## config.mk

```make
export PLATFORM = sky130hd
export DESIGN_NAME = multi_cycle_control
export DESIGN_NICKNAME = d
export VERILOG_FILES = /design/src/rtl/cpu_ctrl_pkg.sv /design/src/rtl/mc_wait_counter.sv /design/src/rtl/multi_cycle_control.sv
export SDC_FILE = /design/constraint.sdc
export NUM_CORES = 1
export LEC_CHECK = 0
export BUFFER_PORTS_ARGS = -buffer_cell sky130_fd_sc_hd__buf_2
export CAP_MARGIN = 20
export CELL_PAD_IN_SITES_DETAIL_PLACEMENT = 1
export CELL_PAD_IN_SITES_GLOBAL_PLACEMENT = 1
export CORE_ASPECT_RATIO = 1.75
export CORE_MARGIN = 5
export CORE_UTILIZATION = 30
export CTS_CLUSTER_DIAMETER = 50
export DETAILED_ROUTE_END_ITERATION = 10
export GPL_TIMING_DRIVEN = 0
export HOLD_SLACK_MARGIN = 0.15
export PLACE_DENSITY = 0.77
export SYNTH_ARGS = -nofsm -noshare
export SYNTH_HDL_FRONTEND = slang
export SYNTH_SLANG_ARGS = --single-unit
```

## constraint.sdc

```tcl
create_clock -name clk_i -period 2.7 [get_ports clk_i]
set_clock_uncertainty 0.15 [all_clocks]
set_input_delay 0.27 -clock clk_i [delete_from_list [all_inputs] [get_ports clk_i]]
set_output_delay 0.27 -clock clk_i [all_outputs]
set_load 0.02 [all_outputs]
```

## src/rtl/cpu_ctrl_pkg.sv

```systemverilog
// Shared encodings for the multi-cycle CPU control path: FSM state codes,
// opcodes, ALU operation codes and datapath mux selects.
package cpu_ctrl_pkg;

    typedef enum logic [3:0] {
        S_IDLE     = 4'd0,
        S_FETCH    = 4'd1,
        S_DECODE   = 4'd2,
        S_MEMADDR  = 4'd3,
        S_MEMREAD  = 4'd4,
        S_MEMWB    = 4'd5,
        S_MEMWRITE = 4'd6,
        S_EXEC     = 4'd7,
        S_RWB      = 4'd8,
        S_BRANCH   = 4'd9,
        S_JUMP     = 4'd10,
        S_IEXEC    = 4'd11,
        S_IWB      = 4'd12
    } state_t;

    localparam logic [5:0] RTYPE = 6'b000000;
    localparam logic [5:0] LW    = 6'b100011;
    localparam logic [5:0] SW    = 6'b101011;
    localparam logic [5:0] BEQ   = 6'b000100;
    localparam logic [5:0] ADDI  = 6'b001000;
    localparam logic [5:0] J     = 6'b000010;

    localparam logic [1:0] ALUOP_ADD   = 2'b00;
    localparam logic [1:0] ALUOP_SUB   = 2'b01;
    localparam logic [1:0] ALUOP_FUNCT = 2'b10;

    localparam logic [1:0] SRCB_REG       = 2'b00;
    localparam logic [1:0] SRCB_FOUR      = 2'b01;
    localparam logic [1:0] SRCB_IMM       = 2'b10;
    localparam logic [1:0] SRCB_IMM_SHIFT = 2'b11;

    localparam logic [1:0] PCSRC_ALU    = 2'b00;
    localparam logic [1:0] PCSRC_ALUOUT = 2'b01;
    localparam logic [1:0] PCSRC_JUMP   = 2'b10;

    // State following DECODE for a supported opcode; unsupported ones map to IDLE.
    function automatic state_t decode_target(input logic [5:0] op);
        state_t target;
        case (op)
            RTYPE:   target = S_EXEC;
            LW, SW:  target = S_MEMADDR;
            BEQ:     target = S_BRANCH;
            ADDI:    target = S_IEXEC;
            J:       target = S_JUMP;
            default: target = S_IDLE;
        endcase
        return target;
    endfunction

    function automatic logic op_supported(input logic [5:0] op);
        return (op == RTYPE) || (op == LW) || (op == SW) ||
               (op == BEQ) || (op == ADDI) || (op == J);
    endfunction

endpackage

```

## src/rtl/mc_wait_counter.sv

```systemverilog
// Memory wait-state counter: counts cycles spent in a memory state and flags
// the cycle on which the access completes.
module mc_wait_counter #(
    parameter int MEM_LATENCY = 0
) (
    input  logic clk_i,
    input  logic rst_i,
    input  logic clear,
    input  logic enable,
    output logic done
);

    localparam logic [3:0] LAST_COUNT = 4'(MEM_LATENCY);

    logic [3:0] count_reg;

    always_ff @(posedge clk_i or posedge rst_i) begin
        if (rst_i) begin
            count_reg <= 4'd0;
        end else if (clear) begin
            count_reg <= 4'd0;
        end else if (enable) begin
            count_reg <= count_reg + 4'd1;
        end
    end

    assign done = (count_reg == LAST_COUNT);

endmodule

```

## src/rtl/multi_cycle_control.sv

```systemverilog
// Multi-cycle MIPS-subset control FSM: sequences fetch/decode/execute/memory/
// writeback and drives the datapath strobes and mux selects.
module multi_cycle_control
    import cpu_ctrl_pkg::*;
#(
    parameter int MEM_LATENCY = 0
) (
    input  logic       clk_i,
    input  logic       rst_i,
    input  logic       start_i,
    input  logic [5:0] Op_i,
    input  logic       Zero_i,
    output logic       PCWrite_o,
    output logic       IRWrite_o,
    output logic       MemRead_o,
    output logic       MemWrite_o,
    output logic       RegWrite_o,
    output logic       RegDst_o,
    output logic       MemtoReg_o,
    output logic       IorD_o,
    output logic       ALUSrcA_o,
    output logic [1:0] ALUSrcB_o,
    output logic [1:0] ALUOp_o,
    output logic [1:0] PCSource_o,
    output logic [3:0] state_o,
    output logic       instr_done_o,
    output logic       illegal_o
);

    state_t state_reg;
    state_t finish_next;
    logic   mem_state;
    logic   wait_done;
    logic   wait_enable;
    logic   wait_clear;

    // The counter only advances while a memory state is still waiting; any
    // other cycle (including the last memory cycle) returns it to zero, so it
    // is always zero on entry to FETCH, MEMREAD or MEMWRITE.
    assign mem_state   = (state_reg == S_FETCH) || (state_reg == S_MEMREAD) ||
                         (state_reg == S_MEMWRITE);
    assign wait_enable = mem_state && !wait_done;
    assign wait_clear  = !wait_enable;

    mc_wait_counter #(
        .MEM_LATENCY(MEM_LATENCY)
    ) u_wait (
        .clk_i  (clk_i),
        .rst_i  (rst_i),
        .clear  (wait_clear),
        .enable (wait_enable),
        .done   (wait_done)
    );

    assign finish_next = start_i ? S_FETCH : S_IDLE;

    always_ff @(posedge clk_i or posedge rst_i) begin
        if (rst_i) begin
            state_reg <= S_IDLE;
        end else begin
            case (state_reg)
                S_IDLE:     state_reg <= start_i ? S_FETCH : S_IDLE;
                S_FETCH:    state_reg <= wait_done ? S_DECODE : S_FETCH;
                S_DECODE:   state_reg <= op_supported(Op_i) ? decode_target(Op_i) : finish_next;
                S_MEMADDR:  state_reg <= (Op_i == SW) ? S_MEMWRITE : S_MEMREAD;
                S_MEMREAD:  state_reg <= wait_done ? S_MEMWB : S_MEMREAD;
                S_MEMWRITE: state_reg <= wait_done ? finish_next : S_MEMWRITE;
                S_EXEC:     state_reg <= S_RWB;
                S_IEXEC:    state_reg <= S_IWB;
                S_MEMWB, S_RWB, S_IWB, S_BRANCH, S_JUMP:
                            state_reg <= finish_next;
                default:    state_reg <= S_IDLE;
            endcase
        end
    end

    // Outputs decode the registered state; only DECODE (opcode) and BRANCH
    // (Zero_i) also look at inputs.
    always_comb begin
        PCWrite_o    = 1'b0;
        IRWrite_o    = 1'b0;
        MemRead_o    = 1'b0;
        MemWrite_o   = 1'b0;
        RegWrite_o   = 1'b0;
        RegDst_o     = 1'b0;
        MemtoReg_o   = 1'b0;
        IorD_o       = 1'b0;
        ALUSrcA_o    = 1'b0;
        ALUSrcB_o    = SRCB_REG;
        ALUOp_o      = ALUOP_ADD;
        PCSource_o   = PCSRC_ALU;
        instr_done_o = 1'b0;
        illegal_o    = 1'b0;
        case (state_reg)
            S_FETCH: begin
                MemRead_o = 1'b1;
                if (wait_done) begin
                    IRWrite_o = 1'b1;
                    PCWrite_o = 1'b1;
                    ALUSrcB_o = SRCB_FOUR;
                end
            end
            S_DECODE: begin
                ALUSrcB_o = SRCB_IMM_SHIFT;
                if (!op_supported(Op_i)) begin
                    illegal_o    = 1'b1;
                    instr_done_o = 1'b1;
                end
            end
            S_MEMADDR, S_IEXEC: begin
                ALUSrcA_o = 1'b1;
                ALUSrcB_o = SRCB_IMM;
            end
            S_MEMREAD: begin
                MemRead_o = 1'b1;
                IorD_o    = 1'b1;
            end
            S_MEMWB: begin
                RegWrite_o   = 1'b1;
                MemtoReg_o   = 1'b1;
                instr_done_o = 1'b1;
            end
            S_MEMWRITE: begin
                MemWrite_o   = 1'b1;
                IorD_o       = 1'b1;
                instr_done_o = wait_done;
            end
            S_EXEC: begin
                ALUSrcA_o = 1'b1;
                ALUOp_o   = ALUOP_FUNCT;
            end
            S_RWB: begin
                RegWrite_o   = 1'b1;
                RegDst_o     = 1'b1;
                instr_done_o = 1'b1;
            end
            S_IWB: begin
                RegWrite_o   = 1'b1;
                instr_done_o = 1'b1;
            end
            S_BRANCH: begin
                ALUSrcA_o    = 1'b1;
                ALUOp_o      = ALUOP_SUB;
                PCSource_o   = PCSRC_ALUOUT;
                PCWrite_o    = Zero_i;
                instr_done_o = 1'b1;
            end
            S_JUMP: begin
                PCSource_o   = PCSRC_JUMP;
                PCWrite_o    = 1'b1;
                instr_done_o = 1'b1;
            end
            default: begin
            end
        endcase
    end

    assign state_o = state_reg;

endmodule

```

# --- Word-level counts from Yosys, hierarchy flattened ---
# Cells that the tools add are included.
# W data, S select, Z words.
totals:
  ff_bits: 8
  input_bits: 10
  out_inout_bits: 21
  word_cells: 66
classes:
  addsub: 1
  n_eq_ne: 17
  muxes: 26
  n_reduce_logical: 20
op_table:
  columns: ["cell", "n"]
  rows:
  - ["$pmux W4 S8", 1]
  - ["$eq A4 B4 Y1 const B", 5]
  - ["$pmux W4 S5", 1]
  - ["$eq A4 B3 Y1 const B", 4]
  - ["$mux W1", 14]
  - ["$eq A6 B6 Y1 const B", 2]
  - ["$eq A4 B2 Y1 const B", 2]
  - ["$logic_not A4 Y1", 2]
  - ["$mux W4", 2]
  - ["$pmux W2 S2", 2]
  - ["$reduce_or A2 Y1", 4]
  - ["$logic_or A1 B1 Y1", 7]
  - ["$eq A6 B2 Y1 const B", 1]
  - ["$eq A6 B3 Y1 const B", 1]
  - ["$eq A6 B4 Y1 const B", 1]
  - ["$logic_not A6 Y1", 1]
  - ["$pmux W1 S3", 2]
  - ["$pmux W2 S3", 1]
  - ["$reduce_or A6 Y1", 1]
  - ["$reduce_or A5 Y1", 1]
  - ["$add A4 B1 Y4 const B", 1]
  - ["$eq A4 B1 Y1 const B", 1]
  - ["$mux W2", 2]
  - ["$reduce_or A4 Y1", 1]
  - ["other kinds (4)", 4]

# --- Longest topological paths before layout ---
logic_depth:
  depth_word: 8
  mapped_depth: 7
  mapped_depth_nobuf: 6

# --- Modules after synthesis ---
# A second synthesis with hierarchy kept.
unflattened:
  hier_cells: 103
  hier_area_um2: 784.5
modules_own_cells:
  columns: ["module", "n_inst", "cells_per_inst", "area_per_inst_um2", "seq_area_each_um2"]
  rows:
  - ["multi_cycle_control", 1, 82, 560.5, 100.1]
  - ["mc_wait_counter", 1, 21, 224.0, 100.1]

# --- Least setup slack after synthesis ---
# OpenSTA, ideal clock, no wires.
synth_timing:
  kind: "reg-to-output"
  start: "register u_wait.count_reg[0]"
  end: "output port PCWrite_o"
  arrival_ns: 1.757
  t_required_ns: 2.280
  setup_slack_ns: 0.523
  stages_incl_launch_ff: 7
  n_path_buf: 1
  path_cell_list: "dfrtp_1 inv_1 ha_1 or3b_2 clkbuf_1 nor4_4 a211o_1"
synth_between:
  elab_chain_cells: 3
synth_rtl:
  columns: ["item", "line", "rtl"]
  rows:
  - ["from (decl)", "mc_wait_counter.sv:15", "logic [3:0] count_reg;"]
  - ["from (signal assigned)", "mc_wait_counter.sv:23", "count_reg <= count_reg + 4'd1;"]
  - ["$logic_not A4 Y1", "mc_wait_counter.sv:27", "assign done = (count_reg == LAST_COUNT);"]
  - ["$mux W1", "multi_cycle_control.sv:97", "if (wait_done) begin"]
  - ["$pmux W1 S3", "multi_cycle_control.sv:94", "case (state_reg)"]
  - ["to (decl)", "multi_cycle_control.sv:13", "output logic PCWrite_o,"]
# Every way passes these cells.

# --- Worst setup path after layout ---
layout_timing:
  start: "register state_reg[0] (netlist: state_o[0])"
  end: "output port instr_done_o"
layout_between:
  elab_chain_cells: 3
  word_cells_on_any_way: 9
  classes_between: "7 x eq/ne; 1 x mux; 1 x reduce/logical"
layout_rtl:
  columns: ["item", "line", "rtl"]
  rows:
  - ["from (decl)", "multi_cycle_control.sv:30", "state_t state_reg;"]
  - ["from (signal assigned)", "multi_cycle_control.sv:62", "S_IDLE: state_reg <= start_i ? S_FETCH : S_IDLE;"]
  - ["from (signal assigned)", "multi_cycle_control.sv:63", "S_FETCH: state_reg <= wait_done ? S_DECODE : S_FETCH;"]
  - ["from (signal assigned)", "multi_cycle_control.sv:64", "S_DECODE: state_reg <= op_supported(Op_i) ? decode_target(Op_i) : finish_next;"]
  - ["$eq A4 B4 Y1 or $eq A4 B3 Y1 (tied branches)", "multi_cycle_control.sv:94", null]
  - ["$reduce_or A5 Y1 (no source line)", null, null]
  - ["$pmux W1 S3 (*)", "multi_cycle_control.sv:94", null]
  - ["to (decl)", "multi_cycle_control.sv:26", "output logic instr_done_o,"]
# Mark *: on every way between the ends. The rest lies on a longest branch, timed or not.

==> flow_metrics.tcl <==
set metrics [dict create \
    status "finished, final reports clean" \
    min_period_over_period 0.885 \
    place_inst 156 \
    fmax_mhz 419 \
    syn_inst 101 \
    grt_max_degree 11 \
    synth_ff_type "dfrtp_1" \
    die_w_um 48.8 \
    syn_to_final_growth_pct 28.5 \
    numPortBuffers 29 \
    cts_setup_buffers 0 \
    hold_class "in2reg" \
    critical-path-top-delay-family "simple AND/OR/NAND/NOR gates" \
    rows 24 \
    relSlewSlack 0.504 \
    fillers 332 \
    tightest_slew_ps 734 \
    end_kind "output pin" \
    synth.ff_latch_count 8 \
    r2r-start "u_wait.count_reg[0]" \
    cts-resized-gates 0 \
    hold_slack_ps 160 \
    dp.final_hpwl_mm 2.08 \
    power_frac_clock 0.145 \
    grt_use_total 0.138 \
    antenna_left 0 \
    diodes 0 \
    cts_buffers 3 \
    crit_arrival_ps 1970 \
    swShare 0.517 \
    cts.sinks 8 \
    num_vias 874 \
    synth_most_common_cell "nor2_1" \
    required_ps 2280 \
    start_util 0.313 \
    synth_top_area_cell "dfrtp_1" \
    ff2ff_setup_slack_ps 710 \
    post-route-min-period_ps 2390 \
    initialDrtViolationCount 20 \
    cts_tree "built" \
    power.switching_w 0.000504 \
    synth_area_leaders "dfrtp_1 (25%), nor2_1 (6.2%), nand2b_1 (4.0%), a211oi_1 (3.8%), inv_1 (3.3%)" \
    r2r_cells 6 \
    power.density_mw_per_mm2 959 \
    grt_setup_unrepaired "false" \
    wirelength_mm 2.57 \
    worstHoldPathCells 2 \
    p_int_w 0.000471 \
    timing.final.hold_violations 0 \
    io_pins 31 \
    drc_errors 0 \
    syn_area_um2 791 \
    multiInputGateArea_um2 531 \
    comb_power_share 0.666 \
    drt-wirelength-per-cell_um 16.2 \
    grt_first_pass_wirelength_mm 4.32 \
    max_stage_delay_ps 690 \
    crit_path_cell_trace "nor4b_1 > o211a_1 > a211oi_1 > o21ai_0 > buf_2" \
    die_area_mm2 0.00380 \
    p_seq_frac 0.190 \
    finalSetupTns_ps 0 \
    nets 147 \
    core_mm2 0.00252 \
    clkLatencyLatePin_ps 230 \
    clkTransAtPathRegs_ps 40 \
    yosysSeqAreaShare 0.253 \
    power_leakage_nw 0.493 \
    grt_pass1_vias 960 \
    cts-htree-levels 1 \
    syn_area_per_cell_um2 7.83 \
    slowest_stage "nor4b_1" \
    vias_per_cell 5.50 \
    holdPathEnd "state_o[1]" \
    crit_fanout 6 \
    hold_path.startpoint "Op_i[4]" \
    synth_cell_types 41 \
    ys_warn_count 0 \
    overflow 0 \
    cts_root_buf "clkbuf_8" \
    async_flop_share 1.00 \
    stdcell_area_mm2 0.00102 \
    post_dp_cell_area_um2 968 \
    worstSetupPathType "reg2out" \
    drive_gt1_frac 0.331 \
    synth_top_cell_area_share 0.253 \
    seq_area_um2 200 \
    path_buf_inv 1 \
    die_y_um 77.9 \
    vdd_drop_max_mv 0.293 \
    cap_violations 0 \
    r2r_end "state_o[0]" \
    antenna_found_initial 0 \
    gp_congestion 0.809 \
    synth_common_cells "nor2_1 (13), dfrtp_1 (8), inv_1 (7), nand2_1 (7)" \
    slew_violations 0 \
    dr.pass1.iters 2 \
    crit_path_start_kind "register" \
    cts_buffer_depth 2 \
    setup_viol 0 \
    fin_cells 159 \
    syn_nets 113 \
    synth_edf_count 0 \
]
-- how the worst max path moves through the flow --
stage	from	end	slack (ps)	cells past startpoint
global placement	u_wait.count_reg[0]	instr_done_o	480	8
finish	state_o[0]	instr_done_o	310	5
global route	state_o[0]	instr_done_o	70	5
CTS	u_wait.count_reg[0]	instr_done_o	180	8
floorplan	u_wait.count_reg[0]	PCWrite_o	520	6
detailed placement	u_wait.count_reg[0]	instr_done_o	420	8
-- cell families after synthesis --
| logic type | count (synthesis) | share of synthesized area |
|---|---|---|
| multiplexers | 1 | 0.0127 |
| buffers and inverters | 14 | 0.0760 |
| AND/OR/NAND/NOR | 45 | 0.326 |
| XOR/XNOR | 3 | 0.0332 |
| adder cells (fa/ha/maj) | 3 | 0.0443 |
| AO/OA/AOI/OAI | 27 | 0.255 |
| flip-flops | 8 | 0.253 |
-- area by class of cell --
cell class / count / area share
Multi-Input combinational cell: 79 / 0.522
Sequential cell: 8 / 0.197
Buffer: 6 / 0.0296
Clock buffer: 3 / 0.0406
Timing Repair Buffer: 30 / 0.153
Inverter: 7 / 0.0259
Tap cell: 26 / 0.0320
-- what timing repair did --
| item | in CTS | in global routing |
|---|---|---|
| hold endpoints to repair | 8 | 0 |
| hold buffers | 1 | 0 |
| setup endpoints to repair | 0 | 1 |
-- cells in the final DEF, fill, tap and decap left out, types with 3 or more instances in the layout --
cell type	n
a211oi_1	4
a21oi_1	5
buf_2	32
clkbuf_8	3
dfrtp_1	8
inv_1	7
nand2_1	7
nand2b_1	5
nand3_1	3
nor2_1	13
nor3_1	3
nor3b_1	3
o21ai_0	5
-- power groups by stage --
stage	sequential [W]	combinational, W	clock, W
floorplan	0.000198	0.000431	0
global placement	0.000182	0.000641	0
detailed placement	0.000184	0.000652	0
CTS	0.000184	0.000657	0.000145
global route	0.000189	0.000713	0.000149
finish	0.000185	0.000649	0.000141
-- layer usage --
layer | global-route usage | vias up | share of wire
li1 | - | 429 | -
met1 | 0.147 | 426 | 0.40
met2 | 0.257 | 17 | 0.56
met3 | 0.0230 | 2 | 0.035
met4 | 0.0647 | 0 | 0.0074
met5 | 0 | - | 0
-- metrics by stage --
step / util / worst slack [ps] / total power [W]
2_1_floorplan: - / 523 / 0.000629
3_3_place_gp: 0.384 / 478 / 0.000824
3_5_place_dp: 0.384 / 418 / 0.000836
4_1_cts: 0.404 / 178 / 0.000986
5_1_grt: 0.403 / 68.5 / 0.00105
6_report: 0.403 / 311 / 0.000975
No activity file was read; power rests on OpenSTA's default activity.
